--- config.mk ---
export PLATFORM = sky130hd
export DESIGN_NAME = a2d_spi_resp
export DESIGN_NICKNAME = d
export VERILOG_FILES = /design/src/rtl/a2d_spi_resp.sv
export SDC_FILE = /design/constraint.sdc
export NUM_CORES = 1
export LEC_CHECK = 0
export BUFFER_PORTS_ARGS = -buffer_cell sky130_fd_sc_hd__buf_2
export CAP_MARGIN = 20
export CORE_MARGIN = 2
export CORE_UTILIZATION = 25
export DETAILED_ROUTE_END_ITERATION = 8
export GPL_TIMING_DRIVEN = 0
export PLACE_DENSITY = 0.43
export SYNTH_ARGS = -nofsm -noshare
export SYNTH_HDL_FRONTEND = slang
export SYNTH_SLANG_ARGS = --single-unit
--- constraint.sdc ---
create_clock -name clk -period 3.4 [get_ports clk]
set_input_delay 0 -clock clk [delete_from_list [all_inputs] [get_ports clk]]
set_output_delay 0 -clock clk [all_outputs]
set_load 0.05 [all_outputs]
--- src/rtl/a2d_spi_resp.sv ---
// a2d_spi_resp: SPI responder emulating an 8-channel, 12-bit A2D converter.
// A frame's command selects the channel whose sample is returned in the next frame.
module a2d_spi_resp #(
    parameter logic [2:0]  RST_CHNNL = 3'd0,
    parameter int unsigned SYNC_STG  = 2
) (
    input  logic        clk,
    input  logic        rst_n,
    input  logic        SS_n,
    input  logic        SCLK,
    input  logic        MOSI,
    output logic        MISO,
    input  logic [95:0] ana,
    output logic [2:0]  chnnl,
    output logic        cmd_rcvd,
    output logic        frm_err
);

    localparam int unsigned FRM_BITS = 16;
    localparam int unsigned CNT_W    = 5;
    localparam int unsigned SMP_W    = 12;
    localparam int unsigned CNT_MAX  = 31;

    typedef enum logic {
        IDLE  = 1'b0,
        SHIFT = 1'b1
    } state_t;

    state_t state_q, state_d;

    logic [SYNC_STG-1:0] ss_sync_q, ss_sync_d;
    logic [SYNC_STG-1:0] sclk_sync_q, sclk_sync_d;
    logic [SYNC_STG-1:0] mosi_sync_q, mosi_sync_d;
    logic [SYNC_STG-1:0] vld_q, vld_d;
    logic                ss_hist_q, ss_hist_d;
    logic                sclk_hist_q, sclk_hist_d;
    logic                armed_q, armed_d;

    logic [15:0]         rx_shft_q, rx_shft_d;
    logic [15:0]         tx_shft_q, tx_shft_d;
    logic [CNT_W-1:0]    bit_cnt_q, bit_cnt_d;
    logic                first_q, first_d;
    logic [2:0]          chnnl_q, chnnl_d;
    logic                cmd_rcvd_q, cmd_rcvd_d;
    logic                frm_err_q, frm_err_d;
    logic                miso_q, miso_d;

    logic                ss_s_c, sclk_s_c, mosi_s_c;
    logic                ss_fall_c, ss_rise_c, sclk_rise_c, sclk_fall_c;
    logic [SMP_W-1:0]    ana_sel_c;

    // Synchronizer shift and arming: a SS_n fall only counts once SS_n was seen high after reset
    always_comb begin
        ss_sync_d   = {ss_sync_q[SYNC_STG-2:0], SS_n};
        sclk_sync_d = {sclk_sync_q[SYNC_STG-2:0], SCLK};
        mosi_sync_d = {mosi_sync_q[SYNC_STG-2:0], MOSI};
        vld_d       = {vld_q[SYNC_STG-2:0], 1'b1};
        ss_hist_d   = ss_s_c;
        sclk_hist_d = sclk_s_c;
        armed_d     = armed_q | (vld_q[SYNC_STG-1] & ss_s_c);
    end

    // Synchronized levels, edge strobes and the addressed sample
    always_comb begin
        ss_s_c      = ss_sync_q[SYNC_STG-1];
        sclk_s_c    = sclk_sync_q[SYNC_STG-1];
        mosi_s_c    = mosi_sync_q[SYNC_STG-1];
        ss_fall_c   = armed_q & ss_hist_q & ~ss_s_c;
        ss_rise_c   = ~ss_hist_q & ss_s_c;
        sclk_rise_c = ~sclk_hist_q & sclk_s_c;
        sclk_fall_c = sclk_hist_q & ~sclk_s_c;
        ana_sel_c   = ana[SMP_W*chnnl_q +: SMP_W];
    end

    // State and datapath registers
    always_ff @(posedge clk or negedge rst_n) begin
        if (!rst_n) begin
            state_q     <= IDLE;
            ss_sync_q   <= '1;
            sclk_sync_q <= '1;
            mosi_sync_q <= '0;
            vld_q       <= '0;
            ss_hist_q   <= 1'b1;
            sclk_hist_q <= 1'b1;
            armed_q     <= 1'b0;
            rx_shft_q   <= '0;
            tx_shft_q   <= '0;
            bit_cnt_q   <= '0;
            first_q     <= 1'b0;
            chnnl_q     <= RST_CHNNL;
            cmd_rcvd_q  <= 1'b0;
            frm_err_q   <= 1'b0;
            miso_q      <= 1'b0;
        end else begin
            state_q     <= state_d;
            ss_sync_q   <= ss_sync_d;
            sclk_sync_q <= sclk_sync_d;
            mosi_sync_q <= mosi_sync_d;
            vld_q       <= vld_d;
            ss_hist_q   <= ss_hist_d;
            sclk_hist_q <= sclk_hist_d;
            armed_q     <= armed_d;
            rx_shft_q   <= rx_shft_d;
            tx_shft_q   <= tx_shft_d;
            bit_cnt_q   <= bit_cnt_d;
            first_q     <= first_d;
            chnnl_q     <= chnnl_d;
            cmd_rcvd_q  <= cmd_rcvd_d;
            frm_err_q   <= frm_err_d;
            miso_q      <= miso_d;
        end
    end

    // Next state: a frame spans SS_n fall to SS_n rise
    always_comb begin
        state_d = state_q;
        case (state_q)
            IDLE:    if (ss_fall_c) state_d = SHIFT;
            SHIFT:   if (ss_rise_c) state_d = IDLE;
            default: state_d = IDLE;
        endcase
    end

    // Shift registers, bit count, channel latch and pulses; SS_n rise wins over SCLK edges
    always_comb begin
        rx_shft_d  = rx_shft_q;
        tx_shft_d  = tx_shft_q;
        bit_cnt_d  = bit_cnt_q;
        first_d    = first_q;
        chnnl_d    = chnnl_q;
        cmd_rcvd_d = 1'b0;
        frm_err_d  = 1'b0;
        case (state_q)
            IDLE: begin
                if (ss_fall_c) begin
                    tx_shft_d = {4'h0, ana_sel_c};
                    bit_cnt_d = '0;
                    first_d   = 1'b1;
                end
            end
            SHIFT: begin
                if (ss_rise_c) begin
                    if (bit_cnt_q == CNT_W'(FRM_BITS)) begin
                        chnnl_d    = rx_shft_q[13:11];
                        cmd_rcvd_d = 1'b1;
                    end else begin
                        frm_err_d  = 1'b1;
                    end
                end else if (sclk_rise_c) begin
                    rx_shft_d = {rx_shft_q[14:0], mosi_s_c};
                    if (bit_cnt_q != CNT_W'(CNT_MAX)) begin
                        bit_cnt_d = bit_cnt_q + CNT_W'(1);
                    end
                end else if (sclk_fall_c) begin
                    if (first_q) begin
                        first_d = 1'b0;
                    end else begin
                        tx_shft_d = {tx_shft_q[14:0], 1'b0};
                    end
                end
            end
            default: ;
        endcase
        miso_d = (state_d == SHIFT) ? tx_shft_d[15] : 1'b0;
    end

    assign MISO     = miso_q;
    assign chnnl    = chnnl_q;
    assign cmd_rcvd = cmd_rcvd_q;
    assign frm_err  = frm_err_q;

endmodule

==> flow_summary_export.csv <==
group,metric,value,unit
place,placed_cells,459,
sta,setup_tns,0,ns
synth,yosysSeqAreaShare,47.3,%
global_routing,grt_pass1_wl,11.7,mm
sta,max_slew_margin,50.7,%
sta,fin_crit_sh,64.4,%
routing,wl_met1,3.16,mm
setup_path,worstSetupPathType,"flop to flop",
synth,synth_area,2870,um2
clocking,root_buffer,"clkbuf_16",
flow_run,cap_viol_max_count,0,
routing,vias_per_cell,4.60,
routing,ant_nets,0,
cells_and_area,drive_gt1_share,49.4,%
routing,wl,6.98,mm
sta,slew_viol_final,0,
clocking,cts_resized,0,
setup_path,start_kind,"flop",
cells_and_area,syn_to_final_growth,32.3,%
clocking,cts.clk_slew.worst_paths,0.07,ns
clocking,htree_levels,2,
cells_and_area,final_common_cell,"buf_2",
cells_and_area,final_core_util,33.6,%
floorplan,die-area,12400,um2
global_routing,grt_pass1_vias,2401,
sta,fin_skew,0.00516,ns
power,p_per_area,433,nW/um2
routing,route.detailed.drc,0,
floorplan,die_h,111,um
run_status,outcome,"finished clean",
global_routing,track_usage,11.6,%
sta,period_needed,2.19,ns
clocking,clock_sinks,54,
sta,worstMarginPinSlew,0.739,ns
power,ir_worst_vdd,264,uV
cells_and_area,mostFrequentLayoutCells,"111 x buf_2, 48 x dfrtp_1, 17 x nand2_1, 17 x mux2_2, 14 x nand2b_1",
synth,syn_avg_cell_area,13.7,um2
min_path,hold_path_class,"input port to flop",
clocking,cts_tree,"done",
sta,whs,0.249,ns
routing,wl_met3,266,um
clocking,clk_latency,0.29,ns
global_routing,grt_max_degree,32,
setup_path,cp.arrival,2.36,ns
setup_path,worstPathRequired,3.57,ns
cells_and_area,nets,431,
floorplan,die_w,111,um
synth,ys_seq_elements,54,
routing,top_layer,"met4",
routing,drtIter0Drc,98,
synth,synthesis.nets,313,
synth,syn_inst,209,
sta,fmax,457,MHz
sta,setup_viol,0,
setup_path,end_kind,"flop",
clocking,numCtsBuffers,5,
routing,post_drt_wl_per_cell,14.8,um
synth,yosys_warnings,0,
global_routing,antenna_found_initial,0,
routing,num_vias,2167,
synth,synth.distinct_cells,35,
floorplan,coreArea,11300,um2
routing,dr.pass1.iters,4,
routing,wl_met2,3.51,mm
place,io_buffers,106,
sta,rsz0062_at_grt,"no",
sta,hold_viol,0,
cells_and_area,fin_cells,471,
cells_and_area,n_antenna_cell,0,
floorplan,initial_core_util,25.4,%
setup_path,crit_path_max_fanout,9,
place,dpl.hpwl,5.60,mm
clocking,cts.path.max_buffers,2,
power,power.leakage,1.77,nW
floorplan,ios,107,
place,routabilityCongestion,0.696,
global_routing,overflow,0,
floorplan,num_rows,39,
## final timing paths
check | slack (ns) | end | depth (start not counted) | start
hold reg to reg | 0.35 | vld_q[1] | 0 | vld_q[0]
setup / recovery | 1.21 | bit_cnt_q[3] | 7 | bit_cnt_q[0]
max in group asynchronous | 2.45 | ss_hist_q | 3 | rst_n
hold / removal | 0.25 | tx_shft_q[0] | 4 | ana[0]
min in group asynchronous | 0.31 | rx_shft_q[7] | 2 | rst_n
setup reg to reg | 1.21 | bit_cnt_q[3] | 7 | bit_cnt_q[0]
## critical path: stages (launching register included)
cell and delay, ns:
dfrtp_1 0.40, ha_1 0.24, and3_1 0.20, ha_1 0.19, or3b_1 0.36, a32oi_2 0.38
nand4_1 0.17, mux2i_1 0.14
## synthesized netlist by cell type
master	number	area [um2]
a21o_1	1	7.51
nand3b_1	3	22.5
a21oi_1	12	60.1
mux4_1	11	289
ha_1	3	37.5
a221o_1	11	110
a22o_1	3	26.3
buf_12	2	40.0
or3b_1	1	8.76
nand4_1	3	18.8
mux2_2	17	191
nor2_1	4	15.0
nand2b_1	14	87.6
a31oi_1	1	6.26
buf_6	1	11.3
buf_2	5	25.0
o32a_1	1	10.0
mux4_2	13	293
mux2i_1	2	20.0
nand2_1	17	63.8
conb_1	1	3.75
buf_4	2	15.0
nand3_1	4	20.0
a32oi_2	1	16.3
inv_1	5	18.8
o21ai_0	4	20.0
or2_0	1	6.26
o2bb2ai_1	1	8.76
dfstp_2	6	158
nor3b_1	1	7.51
a21boi_0	1	7.51
clkbuf_1	5	18.8
dfrtp_1	48	1200
o221ai_1	1	8.76
and3_1	3	18.8
## power by group
group	internal [mW]	switching, mW
Clock	0.277	0.230
Sequential	0.766	0.0753
Combinational	0.174	0.123
Total	1.22	0.428
## kinds of logic (layout without fill, tap and decap cells)
logic type      count (synthesis)  count (layout)  share of synthesized area, %
compound gates                 37              37                          9.80
fa+ha+maj                       3               3                          1.31
buf+inv                        20             139                          4.49
flops                          54              54                          47.3
mux                            43              43                          27.6
other cells                     1               1                         0.131
simple gates                   51              51                          9.36
## sequential cells by signal, indices dropped and copies added, names as in the netlist, 2 cells and up
name and cells:
tx_shft_q 16, rx_shft_q 14, bit_cnt_q 5, chnnl 3
mosi_sync_q 2, sclk_sync_q 2, ss_sync_q 2, vld_q 2
## final cells by class
type | instances | area (um2)
sequential | 54 | 1360
timing repair buffer | 111 | 598
fill | 1156 | 7520
buffer | 15 | 110
clock inverter | 3 | 25.0
multi-input combinational | 135 | 1390
inverter | 5 | 18.8
clock buffer | 5 | 125
tap | 143 | 179
## metal layers
metal	track usage (%)	up-vias
met1	15.6	1075
met3	2.24	4
met2	19.7	50
li1	-	1038
met5	0	-
met4	2.22	0
## timing repair
action,4_1_cts,5_1_grt
endpoints found under the hold margin,33,0
hold buffers,4,0
setup buffers,0,0
## through the flow
step	area, um2	total power, mW	setup slack [ns]
floorplan	2870	1.02	1.33
global placement	3580	1.13	1.22
detailed placement	3610	1.15	1.22
CTS	3800	1.67	1.21
global route	3800	1.75	1.09
finish	3800	1.65	1.21
Note: power is estimated with default switching activity, not from simulation.
